`config.mk`:
```
export PLATFORM = sky130hd
export DESIGN_NAME = mod_instruction_fetch_flat
export DESIGN_NICKNAME = d
export VERILOG_FILES = /design/src/rtl/mod_instruction_fetch_pkg.sv /design/src/rtl/mod_instruction_fetch_if.sv /design/src/rtl/mod_if_id_reg.sv /design/src/rtl/mod_instruction_fetch.sv /design/src/flat_wrapper.sv
export SDC_FILE = /design/constraint.sdc
export NUM_CORES = 1
export LEC_CHECK = 0
export CORE_ASPECT_RATIO = 0.6
export CORE_UTILIZATION = 43
export CTS_CLUSTER_DIAMETER = 200
export CTS_CLUSTER_SIZE = 12
export DETAILED_ROUTE_END_ITERATION = 10
export PLACE_DENSITY = 0.88
export SETUP_SLACK_MARGIN = 0.5
export SYNTH_ARGS = -nofsm -noshare
export SYNTH_HDL_FRONTEND = slang
export SYNTH_SLANG_ARGS = --single-unit
export TNS_END_PERCENT = 5
```
`constraint.sdc`:
```
create_clock -name clk -period 6.7 [get_ports clk]
set_input_delay 1.34 -clock clk [delete_from_list [all_inputs] [get_ports clk]]
set_output_delay 1.34 -clock clk [all_outputs]
set_load 0.005 [all_outputs]
```
`src/rtl/mod_instruction_fetch_pkg.sv`:
```
// Shared definitions for the instruction fetch stage: FSM encodings and the
// default widths / reset PC, which the instruction memory also uses.
package mod_instruction_fetch_pkg;

    // Fetch FSM: IDLE issues nothing, RUN issues one fetch per free slot
    typedef enum logic {
        ST_IDLE = 1'b0,
        ST_RUN  = 1'b1
    } fetch_state_t;

    // Defaults shared with the word-addressed instruction memory
    localparam int          DEF_ADDR_W   = 33;
    localparam int          DEF_INS_W    = 33;
    localparam logic [32:0] DEF_RESET_PC = 33'd0;

endpackage

```
`src/rtl/mod_instruction_fetch_if.sv`:
```
// Fetch-stage bus: memory address/data, control inputs and the IF/ID
// valid/ready slot towards decode. master = fetch stage, slave = environment.
interface mod_instruction_fetch_if
    import mod_instruction_fetch_pkg::*;
#(
    parameter int ADDR_W = DEF_ADDR_W,
    parameter int INS_W  = DEF_INS_W
);
    logic              fetch_en;
    logic              redirect_valid;
    logic [ADDR_W-1:0] redirect_target;
    logic [ADDR_W-1:0] address;
    logic [INS_W-1:0]  instruction;
    logic              id_valid;
    logic              id_ready;
    logic [INS_W-1:0]  id_instruction;
    logic [ADDR_W-1:0] id_pc;

    modport master (
        input  fetch_en,
        input  redirect_valid,
        input  redirect_target,
        output address,
        input  instruction,
        output id_valid,
        input  id_ready,
        output id_instruction,
        output id_pc
    );

    modport slave (
        output fetch_en,
        output redirect_valid,
        output redirect_target,
        input  address,
        output instruction,
        input  id_valid,
        output id_ready,
        input  id_instruction,
        input  id_pc
    );
endinterface

```
`src/rtl/mod_if_id_reg.sv`:
```
// IF/ID pipeline slot: holds one fetched instruction and its PC, presented
// to decode with valid/ready. Flush beats load beats accept.
module mod_if_id_reg #(
    parameter int ADDR_W = 33,
    parameter int INS_W  = 33
) (
    input  logic              clk,
    input  logic              reset,
    input  logic              i_load,
    input  logic              i_flush,
    input  logic              i_ready,
    input  logic [INS_W-1:0]  i_instruction,
    input  logic [ADDR_W-1:0] i_pc,
    output logic              o_valid,
    output logic [INS_W-1:0]  o_instruction,
    output logic [ADDR_W-1:0] o_pc
);
    logic              r_valid;
    logic [INS_W-1:0]  r_instruction;
    logic [ADDR_W-1:0] r_pc;

    // Valid flag: flush clears, load sets, accept without load clears
    always_ff @(posedge clk or posedge reset) begin
        if (reset) begin
            r_valid <= 1'b0;
        end else if (i_flush) begin
            r_valid <= 1'b0;
        end else if (i_load) begin
            r_valid <= 1'b1;
        end else if (r_valid && i_ready) begin
            r_valid <= 1'b0;
        end
    end

    // Payload only changes on load; it is deliberately kept after accept/flush
    always_ff @(posedge clk or posedge reset) begin
        if (reset) begin
            r_instruction <= '0;
            r_pc          <= '0;
        end else if (i_load && !i_flush) begin
            r_instruction <= i_instruction;
            r_pc          <= i_pc;
        end
    end

    assign o_valid       = r_valid;
    assign o_instruction = r_instruction;
    assign o_pc          = r_pc;
endmodule

```
`src/rtl/mod_instruction_fetch.sv`:
```
// Instruction fetch stage: owns the PC, addresses the combinational
// word-addressed instruction memory and fills the IF/ID slot.
// Optional build macro FETCH_PERF_CNT_EN adds fetch_count / flush_count.
module mod_instruction_fetch
    import mod_instruction_fetch_pkg::*;
#(
    parameter int                ADDR_W   = DEF_ADDR_W,
    parameter int                INS_W    = DEF_INS_W,
    parameter logic [ADDR_W-1:0] RESET_PC = ADDR_W'(DEF_RESET_PC)
) (
    input  logic clk,
    input  logic reset,
`ifdef FETCH_PERF_CNT_EN
    output logic [31:0] fetch_count,
    output logic [31:0] flush_count,
`endif
    mod_instruction_fetch_if.master bus
);
    fetch_state_t      r_state;
    fetch_state_t      w_state_next;
    logic [ADDR_W-1:0] r_pc;
    logic              w_slot_free;
    logic              w_fetch;
    logic              w_flush;

    // Next state follows fetch_en; redirect has no effect on the FSM
    always_comb begin
        w_state_next = r_state;
        case (r_state)
            ST_IDLE: if (bus.fetch_en)  w_state_next = ST_RUN;
            ST_RUN:  if (!bus.fetch_en) w_state_next = ST_IDLE;
            default: w_state_next = ST_IDLE;
        endcase
    end

    // FSM state register
    always_ff @(posedge clk or posedge reset) begin
        if (reset) r_state <= ST_IDLE;
        else       r_state <= w_state_next;
    end

    // A redirect discards the slot and suppresses the fetch in the same cycle
    assign w_slot_free = !bus.id_valid || bus.id_ready;
    assign w_flush     = bus.redirect_valid;
    assign w_fetch     = (r_state == ST_RUN) && bus.fetch_en && w_slot_free
                         && !bus.redirect_valid;

    // PC: redirect wins, otherwise step by one word on fetch (wraps silently)
    always_ff @(posedge clk or posedge reset) begin
        if (reset) begin
            r_pc <= RESET_PC;
        end else if (bus.redirect_valid) begin
            r_pc <= bus.redirect_target;
        end else if (w_fetch) begin
            r_pc <= r_pc + ADDR_W'(1);
        end
    end

    assign bus.address = r_pc;

    mod_if_id_reg #(
        .ADDR_W (ADDR_W),
        .INS_W  (INS_W)
    ) u_if_id_reg (
        .clk           (clk),
        .reset         (reset),
        .i_load        (w_fetch),
        .i_flush       (w_flush),
        .i_ready       (bus.id_ready),
        .i_instruction (bus.instruction),
        .i_pc          (r_pc),
        .o_valid       (bus.id_valid),
        .o_instruction (bus.id_instruction),
        .o_pc          (bus.id_pc)
    );

`ifdef FETCH_PERF_CNT_EN
    logic [31:0] r_fetch_count;
    logic [31:0] r_flush_count;

    // Counters: every issued fetch, and every redirect that kills a valid slot
    always_ff @(posedge clk or posedge reset) begin
        if (reset) begin
            r_fetch_count <= '0;
            r_flush_count <= '0;
        end else begin
            if (w_fetch)
                r_fetch_count <= r_fetch_count + 32'd1;
            if (bus.redirect_valid && bus.id_valid)
                r_flush_count <= r_flush_count + 32'd1;
        end
    end

    assign fetch_count = r_fetch_count;
    assign flush_count = r_flush_count;
`endif

endmodule

```
`src/flat_wrapper.sv`:
```
// flat-port wrapper written by rule: the top's interface ports become plain ports
module mod_instruction_fetch_flat import mod_instruction_fetch_pkg::*;
#(
    parameter int                ADDR_W   = DEF_ADDR_W,
    parameter int                INS_W    = DEF_INS_W,
    parameter logic [ADDR_W-1:0] RESET_PC = ADDR_W'(DEF_RESET_PC)
)
  (clk, reset, bus_fetch_en, bus_redirect_valid, bus_redirect_target, bus_address, bus_instruction, bus_id_valid, bus_id_ready, bus_id_instruction, bus_id_pc);
  mod_instruction_fetch_if #(.ADDR_W(ADDR_W), .INS_W(INS_W)) bus_i ();
  input  logic clk;
  input  logic reset;
  input wire logic [$bits(bus_i.fetch_en)-1:0] bus_fetch_en;
  input wire logic [$bits(bus_i.redirect_valid)-1:0] bus_redirect_valid;
  input wire logic [$bits(bus_i.redirect_target)-1:0] bus_redirect_target;
  output wire logic [$bits(bus_i.address)-1:0] bus_address;
  input wire logic [$bits(bus_i.instruction)-1:0] bus_instruction;
  output wire logic [$bits(bus_i.id_valid)-1:0] bus_id_valid;
  input wire logic [$bits(bus_i.id_ready)-1:0] bus_id_ready;
  output wire logic [$bits(bus_i.id_instruction)-1:0] bus_id_instruction;
  output wire logic [$bits(bus_i.id_pc)-1:0] bus_id_pc;
  assign bus_i.fetch_en = bus_fetch_en;
  assign bus_i.redirect_valid = bus_redirect_valid;
  assign bus_i.redirect_target = bus_redirect_target;
  assign bus_address = bus_i.address;
  assign bus_i.instruction = bus_instruction;
  assign bus_id_valid = bus_i.id_valid;
  assign bus_i.id_ready = bus_id_ready;
  assign bus_id_instruction = bus_i.id_instruction;
  assign bus_id_pc = bus_i.id_pc;
  mod_instruction_fetch #(.ADDR_W(ADDR_W), .INS_W(INS_W), .RESET_PC(RESET_PC)) u_core (.clk(clk), .reset(reset), .bus(bus_i));
endmodule
```
==> results of run 1 <==
## critical path, stage by stage
cell and delay [ps]:
clkdlybuf4s50_1 520, nand2_1 180, nor3_4 710, buf_4 670, nand4_1 260, o311ai_1 290
## flip-flops by register name, summed over array words and instances, names as in the netlist
name and flops:
u_core.u_if_id_reg.o_instruction 33, u_core.bus.address 33, u_core.u_if_id_reg.o_pc 33, u_core.r_state 1
u_core.u_if_id_reg.o_valid 1
## cell type report
| type | count | area [um^2] | share of cell area [%] |
|---|---|---|---|
| inverter | 3 | 13.8 | 0.209 |
| timing repair buffer | 174 | 1730 | 26.2 |
| multi-input combinational | 235 | 1820 | 27.5 |
| clock inverter | 5 | 88.8 | 1.35 |
| tap | 135 | 169 | 2.56 |
| clock buffer | 11 | 253 | 3.83 |
| sequential | 101 | 2530 | 38.3 |
## cells by family (layout without fill, tap and decap cells)
group                    count (synthesis)  count (layout)  share of synthesized area (%)
AO/OA/AOI/OAI                           35              35                           4.47
XOR/XNOR                                29              29                           5.75
adder cells (fa/ha/maj)                  1               1                          0.283
buffers and inverters                   19             193                           2.01
flip-flops                             101             101                           57.2
multiplexers                            68              68                           17.3
AND/OR/NAND/NOR                        102             102                           13.0
## power by group
group	switching, W	leakage [nW]	internal, W
logic	0.000127	1.23	0.000297
clock network	0.000231	0.169	0.000353
registers	0.0000790	1.22	0.000716
## worst max-delay path by stage
stage / from / endpoint / slack [ps] / cells past startpoint
3_3_place_gp: bus_fetch_en / u_core.bus.address[16] / 2720 / 6
6_report: bus_fetch_en / u_core.bus.address[16] / 2940 / 6
4_1_cts: bus_fetch_en / u_core.bus.address[16] / 2910 / 6
5_1_grt: bus_fetch_en / u_core.bus.address[16] / 2650 / 6
3_5_place_dp: bus_fetch_en / u_core.bus.address[16] / 2530 / 6
2_1_floorplan: reset / u_core.bus.address[0] / 2710 / 1
## cells in the final DEF, fill, tap and decap left out, types with 2 or more instances in the layout
cell             instances
clkbuf_16                9
nor2b_1                  2
inv_6                    2
mux2_2                  67
dfrtp_1                101
nand3_1                  8
o21ai_0                 12
xor2_1                  16
buf_4                    4
and3_1                   4
nor2_1                   5
xnor2_1                 13
nand4b_1                 2
o211ai_1                 3
clkdlybuf4s50_1        169
clkbuf_8                 2
nand2_1                 47
nor4_2                   8
and4_1                   5
and2_1                   2
nand4_1                 12
o21ai_1                 17
bufinv_16                2
inv_1                    2
## per-layer routing
layer	GRT usage (%)	up-vias	routed length [um]
met1	29.2	1661	5060
met3	7.89	7	1010
met5	0	-	0
met4	4.37	0	70
met2	35.5	126	5170
li1	-	1593	-
## per-stage QoR
step	hold WS, ps	total power [W]	instance area, um^2
2_1_floorplan	487	0.000934	4420
3_3_place_gp	488	0.00121	6250
3_5_place_dp	494	0.00123	6250
4_1_cts	510	0.00183	6590
5_1_grt	515	0.00188	6590
6_report	505	0.00180	6590
==> reports/metrics.yaml, run 1 <==
start_util_pct: 44.6
ant_nets: 0
gp_congestion: 0.803
wl_mm: 11.3
avgViaCountPerCell: 5.10
rsz0062_at_grt: "false"
finalCritPeriodShare_pct: 56.1
clock_skew_ps: 6.91
ys_async_sr_fraction_pct: 100
drive_gt1_share_pct: 19.3
cts_resized: 0
peakVddDrop_mv: 0.182
holdPathEnd: "u_core.u_if_id_reg.o_pc[13]"
critPathRequiredTime_ps: 6930
syn_area_per_cell_um2: 12.4
first_iter_violations: 165
ctsHtreeMaxLevel: 3
fin_util_pct: 66.5
synth_nets: 427
track_usage_pct: 22.2
dr.pass1.iters: 4
max_freq_ghz: 0.266
hold_buffers: 0
synth_top_cell_by_area: "dfrtp_1"
synth_top_cell_area_share_pct: 57.2
synthesis.area_um2: 4420
worst_ep_arrival_time_ps: 3990
tightestPinTransition_ps: 880
clock_path_buffers: 2
yosys_warnings: 0
floorplan.die.height_um: 80.5
maxCapViolations: 0
tns_ps: 0
grt_overflow: 0
hp-start: "u_core.u_if_id_reg.o_pc[13]"
first_global_vias: 3474
synth.distinct_cells: 33
grt_pass1_wl_mm: 18.1
cellPowerDensity_nw_per_um2: 273
drc: 0
wl_per_cell_um: 17.0
cts_tree: "yes"
place_ws_ps: 2530
top_level_ports: 171
core_um2: 9910
criticalPathCategory: "input pin to flip-flop"
dp_hpwl_mm: 8.10
start_kind: "input pin"
hold-path-cell-count: 1
drv_slew: 0
dp_cells: 648
reg2reg_depth: 5
stdcell_count: 664
path_clk_slew_ps: 60
post-synth-top-count-cell: "dfrtp_1"
root_buffer: "clkbuf_16"
io_buffers: 170
r2r-end: "u_core.bus.address[16]"
syn2layout_area_growth_pct: 49.2
leakagePower_nw: 2.62
num-fill-cells: 752
fin_crit_ps: 3760
hold_path_class: "flip-flop to flip-flop"
synth_area_leaders: "dfrtp_1 (57%), mux2_2 (17%), nand2_1 (4.0%), xor2_1 (3.2%), xnor2_1 (2.6%)"
setup_viol: 0
clk-insertion-delay-late_ps: 340
cp_max_fo: 50
synthCells: 355
grt_antenna_before_repair: 0
finalHoldViolations: 0
antenna_cells: 0
ys_ff_latch: 101
die_w_um: 133
final_nets: 596
clock-sinks: 101
layout_setup_ws_ps: 2940
grt_max_degree: 65
synth_common_cells: "dfrtp_1 (101), mux2_2 (67), nand2_1 (47)"
dieArea_um2: 10700
endpoint_kind: "flip-flop"
synth_ff_type: "dfrtp_1"
max_slew_margin_pct: 41.1
reg2reg_slack_ps: 4010
cts_buffers: 9
vias: 3387
synth_edf_count: 0
reg2reg_from: "u_core.u_if_id_reg.o_valid"
rows: 28
post_cts_buffers: 0
synth_seq_area_share_pct: 57.2
status: "completed"
(Power assumes the default switching activity.)
==> run 2: changes to the inputs <==
- clock period: 6.7 -> 3.7 ns (I/O delays scaled with it)
==> run 2 against run 1 <==
Sequential power is 81% higher; largest cell class unchanged; wire length down 0.95%; combinational power grew 81%; clock-buffer cell count is 1 higher; sequential share of layout area rose by 0.11 points; flip-flop and latch count is the same; clock skew about the same; utilization down 0.19 points; worst hold slack got worse by 1.1 ps.
==> reports/metrics.yaml, run 2 (same netlist as run 1, synthesis figures left out) <==
busiest_layer: "met2"  # unchanged
cts_resized: 0  # unchanged
core_um2: 9910  # unchanged
io_buffers: 170  # unchanged
gp_congestion: 0.815  # was 0.803
p_switching_w: 0.000757  # was 0.000438 W
layout_common_cells: "clkdlybuf4s50_1 (169), dfrtp_1 (101), mux2_2 (67)"  # unchanged
layout_setup_ws_ps: 1030  # was 2940 ps
power.total_w: 0.00313  # was 0.00180 W
post_cts_buffers: 0  # unchanged
hold_path_class: "flip-flop to flip-flop"  # unchanged
max_freq_ghz: 0.375
ant_nets: 0  # unchanged
first_iter_violations: 182  # was 165
root_buffer: "clkbuf_16"  # unchanged
wl_per_cell_um: 16.8  # was 17.0 um
power_frac_comb_pct: 24.5  # was 23.5%
use_met2_pct: 32.8  # was 35.5%
grt_max_degree: 102  # was 65
dr.pass1.iters: 4  # unchanged
maxCapViolations: 0  # unchanged
globalRouteMet3Util_pct: 7.58  # was 7.89%
dieArea_um2: 10700  # unchanged
finalCritPeriodShare_pct: 72.0
finalHoldViolations: 0  # unchanged
path_clk_slew_ps: 60  # about the same
cts_buffers: 9  # unchanged
place_ws_ps: 735  # was 2530 ps
criticalPathCategory: "input pin to flip-flop"  # unchanged
die_w_um: 133  # unchanged
worst_path_max_delay_cell: "or3_1"  # was nor3_4
timing.hold.ws_ps: 504  # was 505 ps
regArea_um2: 2530  # unchanged
hold_buffers: 0  # unchanged
critPathTopFamily: "simple AND/OR/NAND/NOR gates"  # was buffers and inverters
cp_max_fo: 10  # was 50
top_level_ports: 171  # unchanged
tightestPinTransition_ps: 645  # was 880 ps
grt_antenna_before_repair: 0  # unchanged
num-fill-cells: 758  # was 752
drc: 0  # unchanged
status: "completed"  # unchanged
wl_mm: 11.2  # was 11.3 mm
track_usage_pct: 21.7  # was 22.2%
grt_pass1_wl_mm: 17.7  # was 18.1 mm
leakagePower_nw: 2.60  # was 2.62 nW
clock_skew_ps: 7.31  # was 6.91 ps
clock-sinks: 101  # unchanged
path_cells: "clkdlybuf4s50_1 -> nand2_1 -> or3_1 -> or2_4 -> o311ai_2 -> o311ai_1"  # was clkdlybuf4s50_1 -> nand2_1 -> nor3_4 -> buf_4 -> nand4_1 -> o311ai_1
p_int_w: 0.00238  # was 0.00137 W
start_util_pct: 44.6  # unchanged
slowest_delay_ps: 630  # was 710 ps
clock_path_buffers: 2  # unchanged
syn2layout_area_growth_pct: 48.8  # was 49.2%
clock_power_share_pct: 29.4  # was 32.4%
floorplan.die.height_um: 80.5  # unchanged
vias: 3447  # was 3387
pwr-share-seq_pct: 46.1  # was 44.1%
dp_hpwl_mm: 8.15  # was 8.10 mm
first_global_vias: 3397  # was 3474
rsz0062_at_grt: "false"  # unchanged
setup_viol: 0  # unchanged
endpoint_kind: "flip-flop"  # unchanged
peakVddDrop_mv: 0.299  # was 0.182 mV
critPathRequiredTime_ps: 3890  # was 6930 ps
rows: 28  # unchanged
avgViaCountPerCell: 5.18  # was 5.10
met1_usage_pct: 29.9  # was 29.2%
tns_ps: 0  # unchanged
multi_input_area_um2: 1820  # unchanged
power_switching_share_pct: 24.2  # was 24.3%
max_slew_margin_pct: 56.9  # was 41.1%
worst_ep_arrival_time_ps: 2860  # was 3990 ps
cts_tree: "yes"  # unchanged
layout_commonest_cell: "clkdlybuf4s50_1"  # unchanged
path_buf_inv: 1  # was 2
fin_crit_ps: 2670
drive_gt1_share_pct: 19.2  # was 19.3%
ctsHtreeMaxLevel: 3  # unchanged
drv_slew: 0  # unchanged
antenna_cells: 0  # unchanged
start_kind: "input pin"  # unchanged
grt_overflow: 0  # unchanged
final_nets: 598  # was 596
clk-insertion-delay-late_ps: 340  # about the same
cellPowerDensity_nw_per_um2: 477  # was 273 nW/um^2
## run 2: changes by cell type in the layout (fill, tap and decap cells not counted), sizes merged
cell	before	now
clkinvlp	0	2
bufinv	2	1
inv	6	2
clkinv	0	2
buf	5	7
clkbuf	11	12
## run 2: power groups by stage
stage / logic (W) / registers, W / clock network, W
floorplan: 0.000241 / 0.00145 / 0
global placement: 0.000756 / 0.00145 / 0
detailed placement: 0.000775 / 0.00146 / 0
CTS: 0.000780 / 0.00145 / 0.000952
global route: 0.000827 / 0.00147 / 0.000992
finish: 0.000768 / 0.00144 / 0.000921
## run 2: per-layer routing
layer / vias up / share of wire [%]
met4: 0 / 0.71
met1: 1703 / 46
met3: 9 / 8.6
li1: 1597 / -
met5: - / 0
met2: 138 / 45
## run 2: area by class of cell
cell class / count / area share (%)
well taps: 135 / 2.57
repair buffers: 176 / 26.7
clock buffers: 12 / 3.75
clock inverters: 4 / 0.723
flip-flops and latches: 101 / 38.4
inverters: 3 / 0.228
multi-input cells: 235 / 27.6
## run 2: path summary, 6_finish.rpt
check,from,slack (ps),depth (start not counted),endpoint
min in group asynchronous,reset,920,3,u_core.bus.address[1]
setup reg to reg,u_core.bus.address[0],1350,6,u_core.bus.address[16]
hold reg to reg,u_core.u_if_id_reg.o_instruction[13],500,1,u_core.u_if_id_reg.o_instruction[13]
setup / recovery,bus_fetch_en,1030,6,u_core.bus.address[16]
max in group asynchronous,reset,2380,3,u_core.bus.address[12]
hold / removal,u_core.u_if_id_reg.o_instruction[13],500,1,u_core.u_if_id_reg.o_instruction[13]
## run 2: metrics by stage
step	cell area, um^2	utilization, %	cells
4_1_cts	6580	66.3	666
3_5_place_dp	6280	63.4	650
3_3_place_gp	6280	63.4	650
6_report	6580	66.3	666
5_1_grt	6580	66.3	666
2_1_floorplan	4420	-	355
